[config.mk]
export PLATFORM = sky130hd
export DESIGN_NAME = load_unit_flat
export DESIGN_NICKNAME = d
export VERILOG_FILES = /design/src/rtl/load_unit_if.sv /design/src/rtl/load_unit.sv /design/src/flat_wrapper.sv
export SDC_FILE = /design/constraint.sdc
export NUM_CORES = 1
export LEC_CHECK = 0
export ABC_AREA = 1
export ABC_CLOCK_PERIOD_IN_PS = 3700
export CORE_ASPECT_RATIO = 0.9
export CORE_MARGIN = 2
export CORE_UTILIZATION = 46
export CTS_CLUSTER_DIAMETER = 60
export DETAILED_ROUTE_END_ITERATION = 12
export PLACE_DENSITY = 0.81
export SYNTH_ARGS = -nofsm -noshare
export SYNTH_HDL_FRONTEND = slang
export SYNTH_SLANG_ARGS = --single-unit
[constraint.sdc]
create_clock -name clk_in -period 3.7 [get_ports clk_in]
set_clock_uncertainty 0.2 [all_clocks]
set_input_delay 0.555 -clock clk_in [delete_from_list [all_inputs] [get_ports clk_in]]
set_output_delay 0.555 -clock clk_in [all_outputs]
set_load 0.1 [all_outputs]
[src/rtl/load_unit_if.sv]
// Execute-stage load request, data-memory read port and load result, bundled
// so the load unit and its environment share one set of signal names.
interface load_unit_if;
    logic        ld_req_in;
    logic [2:0]  fun_3_in;
    logic [31:0] iadder_in;
    logic        dm_rd_req_o;
    logic [31:0] dm_addr_o;
    logic        dm_rd_ack_in;
    logic [31:0] dm_data_in;
    logic [31:0] lu_data_o;
    logic        lu_valid_o;
    logic        lu_busy_o;
    logic        lu_fault_o;

    // slave: the load unit itself
    modport slave (
        input  ld_req_in, fun_3_in, iadder_in, dm_rd_ack_in, dm_data_in,
        output dm_rd_req_o, dm_addr_o, lu_data_o, lu_valid_o, lu_busy_o, lu_fault_o
    );

    // master: pipeline and data memory driving the load unit
    modport master (
        output ld_req_in, fun_3_in, iadder_in, dm_rd_ack_in, dm_data_in,
        input  dm_rd_req_o, dm_addr_o, lu_data_o, lu_valid_o, lu_busy_o, lu_fault_o
    );
endinterface

[src/rtl/load_unit.sv]
// RV32I load unit: checks and issues a word-aligned memory read, waits for the
// acknowledge (with timeout), then extracts and extends the addressed byte/half.
//
// state  | meaning
// S_IDLE | no access outstanding; ld_req_in is checked and accepted here
// S_WAIT | read request held on the memory port until ack or timeout
module load_unit #(
    parameter int TIMEOUT_CYCLES = 15,
    parameter int CNT_W          = 8
) (
    input  logic        clk_in,
    input  logic        rst_in,
    load_unit_if.slave  bus
);
    localparam logic [2:0] F3_LB  = 3'b000;
    localparam logic [2:0] F3_LH  = 3'b001;
    localparam logic [2:0] F3_LW  = 3'b010;
    localparam logic [2:0] F3_LBU = 3'b100;
    localparam logic [2:0] F3_LHU = 3'b101;

    localparam logic [CNT_W-1:0] CNT_LAST = CNT_W'(TIMEOUT_CYCLES - 1);

    typedef enum logic {S_IDLE, S_WAIT} state_t;

    state_t           state, state_nxt;
    logic [CNT_W-1:0] cnt, cnt_nxt;
    logic [2:0]       fun3_q, fun3_nxt;
    logic [1:0]       off_q, off_nxt;
    logic [31:0]      addr_q, addr_nxt;
    logic [31:0]      data_q, data_nxt;
    logic             valid_q, valid_nxt;
    logic             fault_q, fault_nxt;

    logic             req_bad;
    logic [7:0]       byte_sel;
    logic [15:0]      half_sel;
    logic [31:0]      ext_data;

    always_comb begin
        req_bad = 1'b0;
        case (bus.fun_3_in)
            F3_LB, F3_LBU: req_bad = 1'b0;
            F3_LH, F3_LHU: req_bad = bus.iadder_in[0];
            F3_LW:         req_bad = (bus.iadder_in[1:0] != 2'b00);
            default:       req_bad = 1'b1;
        endcase
    end

    // Lane selection uses the offset captured at issue, not the live address.
    always_comb begin
        byte_sel = 8'h00;
        case (off_q)
            2'd0: byte_sel = bus.dm_data_in[7:0];
            2'd1: byte_sel = bus.dm_data_in[15:8];
            2'd2: byte_sel = bus.dm_data_in[23:16];
            2'd3: byte_sel = bus.dm_data_in[31:24];
            default: byte_sel = 8'h00;
        endcase
        half_sel = off_q[1] ? bus.dm_data_in[31:16] : bus.dm_data_in[15:0];

        ext_data = bus.dm_data_in;
        case (fun3_q)
            F3_LB:   ext_data = {{24{byte_sel[7]}}, byte_sel};
            F3_LBU:  ext_data = {24'h000000, byte_sel};
            F3_LH:   ext_data = {{16{half_sel[15]}}, half_sel};
            F3_LHU:  ext_data = {16'h0000, half_sel};
            default: ext_data = bus.dm_data_in;
        endcase
    end

    always_comb begin
        state_nxt = state;
        cnt_nxt   = cnt;
        fun3_nxt  = fun3_q;
        off_nxt   = off_q;
        addr_nxt  = addr_q;
        data_nxt  = data_q;
        valid_nxt = 1'b0;
        fault_nxt = 1'b0;

        case (state)
            S_IDLE: begin
                if (bus.ld_req_in) begin
                    if (req_bad) begin
                        fault_nxt = 1'b1;
                    end else begin
                        fun3_nxt  = bus.fun_3_in;
                        off_nxt   = bus.iadder_in[1:0];
                        addr_nxt  = {bus.iadder_in[31:2], 2'b00};
                        cnt_nxt   = '0;
                        state_nxt = S_WAIT;
                    end
                end
            end
            S_WAIT: begin
                // An ack in the last allowed cycle still completes the load.
                if (bus.dm_rd_ack_in) begin
                    data_nxt  = ext_data;
                    valid_nxt = 1'b1;
                    state_nxt = S_IDLE;
                end else if (cnt == CNT_LAST) begin
                    fault_nxt = 1'b1;
                    state_nxt = S_IDLE;
                end else begin
                    cnt_nxt = cnt + CNT_W'(1);
                end
            end
            default: state_nxt = S_IDLE;
        endcase
    end

    always_ff @(posedge clk_in or posedge rst_in) begin
        if (rst_in) begin
            state   <= S_IDLE;
            cnt     <= '0;
            fun3_q  <= 3'b000;
            off_q   <= 2'b00;
            addr_q  <= 32'h0;
            data_q  <= 32'h0;
            valid_q <= 1'b0;
            fault_q <= 1'b0;
        end else begin
            state   <= state_nxt;
            cnt     <= cnt_nxt;
            fun3_q  <= fun3_nxt;
            off_q   <= off_nxt;
            addr_q  <= addr_nxt;
            data_q  <= data_nxt;
            valid_q <= valid_nxt;
            fault_q <= fault_nxt;
        end
    end

    // Request and stall decode straight from the state flop so reset drops them at once.
    assign bus.dm_rd_req_o = (state == S_WAIT);
    assign bus.lu_busy_o   = (state == S_WAIT);
    assign bus.dm_addr_o   = addr_q;
    assign bus.lu_data_o   = data_q;
    assign bus.lu_valid_o  = valid_q;
    assign bus.lu_fault_o  = fault_q;
endmodule

[src/flat_wrapper.sv]
// flat-port wrapper written by rule: the top's interface ports become plain ports
module load_unit_flat 
#(
    parameter int TIMEOUT_CYCLES = 15,
    parameter int CNT_W          = 8
)
  (clk_in, rst_in, bus_ld_req_in, bus_fun_3_in, bus_iadder_in, bus_dm_rd_ack_in, bus_dm_data_in, bus_dm_rd_req_o, bus_dm_addr_o, bus_lu_data_o, bus_lu_valid_o, bus_lu_busy_o, bus_lu_fault_o);
  load_unit_if bus_i ();
  input  logic clk_in;
  input  logic rst_in;
  input wire logic [$bits(bus_i.ld_req_in)-1:0] bus_ld_req_in;
  input wire logic [$bits(bus_i.fun_3_in)-1:0] bus_fun_3_in;
  input wire logic [$bits(bus_i.iadder_in)-1:0] bus_iadder_in;
  input wire logic [$bits(bus_i.dm_rd_ack_in)-1:0] bus_dm_rd_ack_in;
  input wire logic [$bits(bus_i.dm_data_in)-1:0] bus_dm_data_in;
  output wire logic [$bits(bus_i.dm_rd_req_o)-1:0] bus_dm_rd_req_o;
  output wire logic [$bits(bus_i.dm_addr_o)-1:0] bus_dm_addr_o;
  output wire logic [$bits(bus_i.lu_data_o)-1:0] bus_lu_data_o;
  output wire logic [$bits(bus_i.lu_valid_o)-1:0] bus_lu_valid_o;
  output wire logic [$bits(bus_i.lu_busy_o)-1:0] bus_lu_busy_o;
  output wire logic [$bits(bus_i.lu_fault_o)-1:0] bus_lu_fault_o;
  assign bus_i.ld_req_in = bus_ld_req_in;
  assign bus_i.fun_3_in = bus_fun_3_in;
  assign bus_i.iadder_in = bus_iadder_in;
  assign bus_i.dm_rd_ack_in = bus_dm_rd_ack_in;
  assign bus_i.dm_data_in = bus_dm_data_in;
  assign bus_dm_rd_req_o = bus_i.dm_rd_req_o;
  assign bus_dm_addr_o = bus_i.dm_addr_o;
  assign bus_lu_data_o = bus_i.lu_data_o;
  assign bus_lu_valid_o = bus_i.lu_valid_o;
  assign bus_lu_busy_o = bus_i.lu_busy_o;
  assign bus_lu_fault_o = bus_i.lu_fault_o;
  load_unit #(.TIMEOUT_CYCLES(TIMEOUT_CYCLES), .CNT_W(CNT_W)) u_core (.clk_in(clk_in), .rst_in(rst_in), .bus(bus_i));
endmodule
==> summary.txt, run 1 <==
Pwr
  – Comb pwr share: 58.6%
  – IR drop worst, VDD: 0.474 mV
  – Sequential share of power: 26.1%
  – Sw Share: 55.7%
  – P_leak: 0.00280 uW
  – P per Cell Area: 849 nW/um^2
  – Internal Power: 2140 uW
  – Clock power frac: 15.3%
  – Net Sw Power: 2690 uW

CTS
  – Hold-fix buffers, CTS: 0
  – Number of H-tree levels: 3
  – Clk Latency, worst-skew pair: 0.35 ns
  – Clk slew on worst S/H paths: 0.09 ns
  – Num CTS Buffers: 9
  – CTS Buffer Depth: 2
  – CTS tree: done
  – Post-CTS setup buffer count: 0
  – Root Buffer: clkbuf_8
  – Resized Gates After CTS: 0
  – Clk sinks: 78

Logic synthesis
  – Top cells by area, synth: dfrtp_1 (47%), nand2_1 (13%), inv_1 (6.3%), o21ai_0 (5.3%), a21oi_1 (4.2%)
  – Syn Inst Count: 522
  – Seq/Total Area, Yosys: 47.3%
  – Synthesized area per cell: 7.91 sq um
  – Synth top area share: 47.3%
  – Largest area contributor in the netlist: dfrtp_1
  – Yosys warns: 0
  – Synth Register Bits: 78
  – Distinct cells, synth: 32
  – Area of the mapped netlist: 4130 sq um

STA
  – Hold WS: 0.284 ns
  – Worst-margin pin slew: 1.00 ns
  – Final Hold Viols: 0
  – Worst slew margin: 32.9%
  – RSZ-0062 raised after global routing: no
  – Final worst slack: 1.04 ns
  – Fin crit period: 2.66 ns
  – Final Max Slew Viols: 0
  – Count of final setup violators: 0
  – Fmax: 376 MHz
  – Setup TNS: 0 ns
  – Final period util: 71.9%

Layout
  – Cell Count, Final, Fillers Out: 768
  – N_diodes: 0
  – Layout cell share with drive strength beyond 1: 11.2%
  – Layout area overhead: 37.9%
  – Nets@finish: 717
  – Leading cell type in the layout, fill and taps excluded: nand2_1
  – Final instance area: 5690 sq um
  – Most frequent cells in the layout: nand2_1 (145), clkdlybuf4s50_1 (136), dfrtp_1 (78)
  – Fill cells: 728

Drt
  – DRT iter0 DRCs: 208
  – Via-to-Cell Ratio: 5.06
  – Drt wl/cell: 14.0 um
  – Antenna-violating nets left: 0
  – DR pass1 iterations: 4
  – Total number of vias: 3,885
  – Drt total wl: 10.8 mm
  – # DRC: 0

Critical path
  – Crit Path Class: register to primary output
  – Element type at the critical path start: register
  – Data arrival, critical path: 1.91 ns
  – Cells along the critical path: clkdlybuf4s50_1
  – CP Max Fanout: 2
  – Largest stage delay on the critical path: 1.17 ns
  – Buf+Inv Stages, Crit Path: 1
  – Setup crit end kind: primary output
  – Worst EP required: 2.94 ns
  – Slowest-stage cell, CP: clkdlybuf4s50_1
  – Delay-heaviest family, CP: buffers and inverters

Floorplan
  – Core ar.: 8650 sq um
  – Die Height: 93.9 um
  – Die area: 9750 sq um
  – FP Rows: 32
  – Die span in x: 104 um
  – Initial Util: 47.7%
  – IO Pins: 139

Place
  – Port bufs: 136
  – Routability cong.: 0.951
  – Post-Place Cells: 752
  – Post-DP HPWL: 7.79 mm
  – Pre-CTS setup slack: 1.06 ns
  – Placed Area: 5470 sq um

GRT
  – GRT Total Usage: 22.9%
  – Pin count of the biggest net entering global routing: 80
  – Congestion Overflow GR: 0
  – Global-route wire length before repair: 17.9 mm
  – Initial antenna violation count: 0
  – Vias in the first global route: 3,720

Job
  – Max-cap violations: 0

Outcome
  – Status: completed

Min path
  – HP Class: register to register
==> metal layers <==
layer	GRT usage (%)	up-vias	share of wire, %
met2	37.3	198	46
met4	6.19	0	1.4
met5	0	-	0
met1	30.2	1806	42
met3	6.52	15	10
li1	-	1866	-
==> final timing paths <==
kind	slack, ns	cells after the start	start	to
worst max-delay path	1.04	1	u_core.bus.dm_addr_o[12]	bus_dm_addr_o[12]
worst min register to register	0.28	2	u_core.bus.lu_data_o[11]	u_core.bus.lu_data_o[11]
worst max register to register	1.60	8	u_core.off_q[1]	u_core.bus.lu_data_o[8]
min in group asynchronous	0.53	2	rst_in	u_core.bus.dm_addr_o[31]
max in group asynchronous	2.07	3	rst_in	u_core.bus.lu_data_o[1]
worst min-delay path	0.28	2	u_core.bus.lu_data_o[11]	u_core.bus.lu_data_o[11]
==> area by class of cell <==
| type | instances | area [sq um] | area share (%) |
|---|---|---|---|
| flip-flops and latches | 78 | 1950 | 34.3 |
| inverters | 76 | 294 | 5.16 |
| clock buffers | 9 | 124 | 2.18 |
| multi-input cells | 339 | 1680 | 29.5 |
| clock inverters | 7 | 104 | 1.82 |
| repair buffers | 140 | 1390 | 24.4 |
| well taps | 119 | 149 | 2.62 |
==> logic make-up after synthesis <==
logic type | Yosys count | share of synthesized area (%)
and+or+nand+nor | 236 | 26.5
other | 1 | 0.0908
adders and majority gates | 2 | 0.606
xor gates and xnor gates | 3 | 0.636
buffers and inverters | 106 | 12.2
AOI/OAI and AO/OA | 96 | 12.7
DFF | 78 | 47.3
==> state kept, by name (all words and copies together), names as in the netlist <==
register and count:
u_core.bus.lu_data_o 32, u_core.bus.dm_addr_o 30, u_core.cnt 8, u_core.fun3_q 3, u_core.off_q 2, u_core.bus.dm_rd_req_o 1
u_core.bus.lu_fault_o 1, u_core.bus.lu_valid_o 1
==> power groups by stage <==
| stage | clock network (uW) | logic [uW] | registers (uW) |
|---|---|---|---|
| 2_1_floorplan | 0 | 596 | 2850 |
| 3_3_place_gp | 0 | 2800 | 1270 |
| 3_5_place_dp | 0 | 2840 | 1270 |
| 4_1_cts | 748 | 2840 | 1260 |
| 5_1_grt | 783 | 2950 | 1290 |
| 6_report | 739 | 2830 | 1260 |
==> Yosys cell counts, drive strengths merged <==
cell / instances
nand2: 151
dfrtp: 78
inv: 76
o21ai: 52
nand3: 41
a21oi: 36
nor2: 24
buf: 19
or2: 16
clkbuf: 11
o211ai: 4
nand4: 3
ha: 2
o21bai: 2
o22ai: 2
xor2: 2
conb: 1
nor3: 1
xnor2: 1
==> metrics by stage <==
step	util [%]	total power (uW)
finish	65.8	4830
detailed placement	63.2	4110
floorplan	-	3450
CTS	65.8	4850
global route	65.8	5030
global placement	63.2	4080
No activity file was read; power rests on OpenSTA's default activity.
==> run 2, diff against run 1 <==
ABC_CLOCK_PERIOD_IN_PS = 2300   (was 3700)
CORE_UTILIZATION = 42   (was 46)
PLACE_DENSITY = 0.78   (was 0.81)
clock period = 2.3 ns   (was 3.7 ns; I/O delays follow)
==> run 2 against run 1 <==
Effect of this change:
- first-iteration DRC count is 35% lower
- cell area is 2.8% lower
- core utilization is 8.3 points lower
- die area is 9.1% higher
- setup slack worse by 0.67 ns
- critical path depth is 6 higher
- count of clock-buffer cells in the layout is 1 higher
- combinational power is 56% higher
- cell count is 1.4% higher
- critical path type is now register to register
==> summary.txt, run 2 (synthesized netlist as in run 1, its figures left out) <==
Critical path
  – Worst EP required: 2.34 ns
  – Data arrival, critical path: 1.98 ns
  – Element type at the critical path start: register
  – CP Max Fanout: 24
  – Critical Path Source: u_core.off_q[1]
  – Crit Path Class: register to register
  – Setup crit end kind: register
  – Reg2reg start: u_core.off_q[1]

Pwr
  – Internal Power: 3090 uW
  – Clock power frac: 12.2%
  – Comb pwr share: 60.1%
  – Net Sw Power: 4260 uW
  – P_leak: 0.00288 uW
  – Power, Total: 7350 uW
  – IR drop worst, VDD: 0.806 mV
  – Sequential share of power: 27.8%
  – Sw Share: 57.9%
  – P per Cell Area: 1330 nW/um^2

Drt
  – Drt wl/cell: 13.2 um
  – Antenna-violating nets left: 0
  – Drt total wl: 10.3 mm
  – Via-to-Cell Ratio: 4.87
  – Total number of vias: 3,795
  – # DRC: 0
  – DR pass1 iterations: 4
  – DRT iter0 DRCs: 136

Layout
  – Cell Count, Final, Fillers Out: 779
  – Layout area overhead: 34.0%
  – Most frequent cells in the layout: nand2_1 (145), dfrtp_1 (78), buf_4 (72)
  – N_diodes: 0
  – Layout cell share with drive strength beyond 1: 21.7%
  – Final instance area: 5530 sq um
  – Max reg flops: 32
  – Leading cell type in the layout, fill and taps excluded: nand2_1
  – Nets@finish: 721

CTS
  – Clk slew on worst S/H paths: 0.09 ns
  – Clk sinks: 78
  – Resized Gates After CTS: 0
  – Num CTS Buffers: 9
  – CTS tree: done
  – Post-CTS setup buffer count: 0
  – Clk Latency, worst-skew pair: 0.35 ns
  – Root Buffer: clkbuf_8
  – Hold-fix buffers, CTS: 0
  – CTS Buffer Depth: 2
  – Number of H-tree levels: 3

GRT
  – GRT Total Usage: 20.2%
  – Pin count of the biggest net entering global routing: 79
  – Congestion Overflow GR: 0
  – Initial antenna violation count: 0
  – Global-route wire length before repair: 17.1 mm
  – Vias in the first global route: 3,706

STA
  – Worst slew margin: 61.2%
  – Final Hold Viols: 0
  – Worst-margin pin slew: 0.582 ns
  – Count of final setup violators: 0
  – Final Max Slew Viols: 0
  – Final period util: 84.0%
  – Fmax: 517 MHz
  – Setup TNS: 0 ns
  – Fin crit period: 1.93 ns
  – RSZ-0062 raised after global routing: no

Floorplan
  – IO Pins: 139
  – Die area: 10,600 sq um
  – Die Height: 98.1 um
  – FP Rows: 34
  – Initial Util: 42.9%
  – Core ar.: 9610 sq um
  – Die span in x: 109 um

Place
  – Post-DP HPWL: 7.53 mm
  – Routability cong.: 0.880
  – Placed Area: 5370 sq um
  – Port bufs: 136
  – Post-Place Cells: 763

Outcome
  – Status: completed

Job
  – Max-cap violations: 0

Min path
  – HP Class: input port to asynchronous set/reset pin
## run 2: cell count changes in the layout (fill, tap and decap cells not counted), sizes merged
cell | before | now
clkdlybuf4s50 | 136 | 70
buf | 4 | 74
clkinvlp | 2 | 3
clkinv | 1 | 4
inv | 78 | 75
clkbuf | 9 | 10
bufinv | 2 | 0
## run 2: layer usage
metal	part of all wire, %	global-route usage [%]	routed length [um]
met5	0	0	0
met4	1.9	5.72	191
met3	9.8	6.68	1010
met2	45	32.1	4680
met1	43	26.5	4440
## run 2: power groups by stage
stage	sequential, uW	combinational, uW	clock, uW
3_5_place_dp	2060	4440	0
3_3_place_gp	2050	4390	0
2_1_floorplan	4590	960	0
5_1_grt	2090	4630	983
6_report	2040	4420	893
4_1_cts	2040	4440	932
## run 2: cell type report
| cell class | instances | area, sq um |
|---|---|---|
| multi-input combinational | 339 | 1680 |
| clock inverter | 6 | 38.8 |
| inverter | 76 | 297 |
| fill | 898 | 4080 |
| sequential | 78 | 1950 |
| tap | 126 | 158 |
| clock buffer | 10 | 128 |
| timing repair buffer | 144 | 1280 |
## run 2: metrics by stage
stage | worst slack (ns) | utilization, % | hold slack (ns)
2_1_floorplan | 0.217 | - | 0.286
3_3_place_gp | 0.322 | 55.8 | 0.264
3_5_place_dp | 0.234 | 55.8 | 0.271
4_1_cts | 0.390 | 57.5 | 0.266
5_1_grt | 0.235 | 57.5 | 0.282
6_report | 0.367 | 57.5 | 0.248
## run 2: worst max-delay path, stage by stage, from the launching register on
cell	delay (ns)
dfrtp_1	0.72
nand2_1	0.18
nand3_2	0.11
nand3_2	0.10
nand2_4	0.27
nand3_1	0.13
nand2_1	0.08
inv_1	0.03
## run 2: final timing paths
kind	to	slack, ns	cells past startpoint
worst max-delay path	u_core.bus.lu_data_o[29]	0.37	7
worst min-delay path	u_core.fun3_q[2]	0.25	3
worst max register to register	u_core.bus.lu_data_o[29]	0.37	7
worst min register to register	u_core.bus.lu_data_o[10]	0.29	2
max in group asynchronous	u_core.bus.lu_data_o[23]	1.32	3
min in group clk_in	u_core.bus.lu_data_o[10]	0.29	2
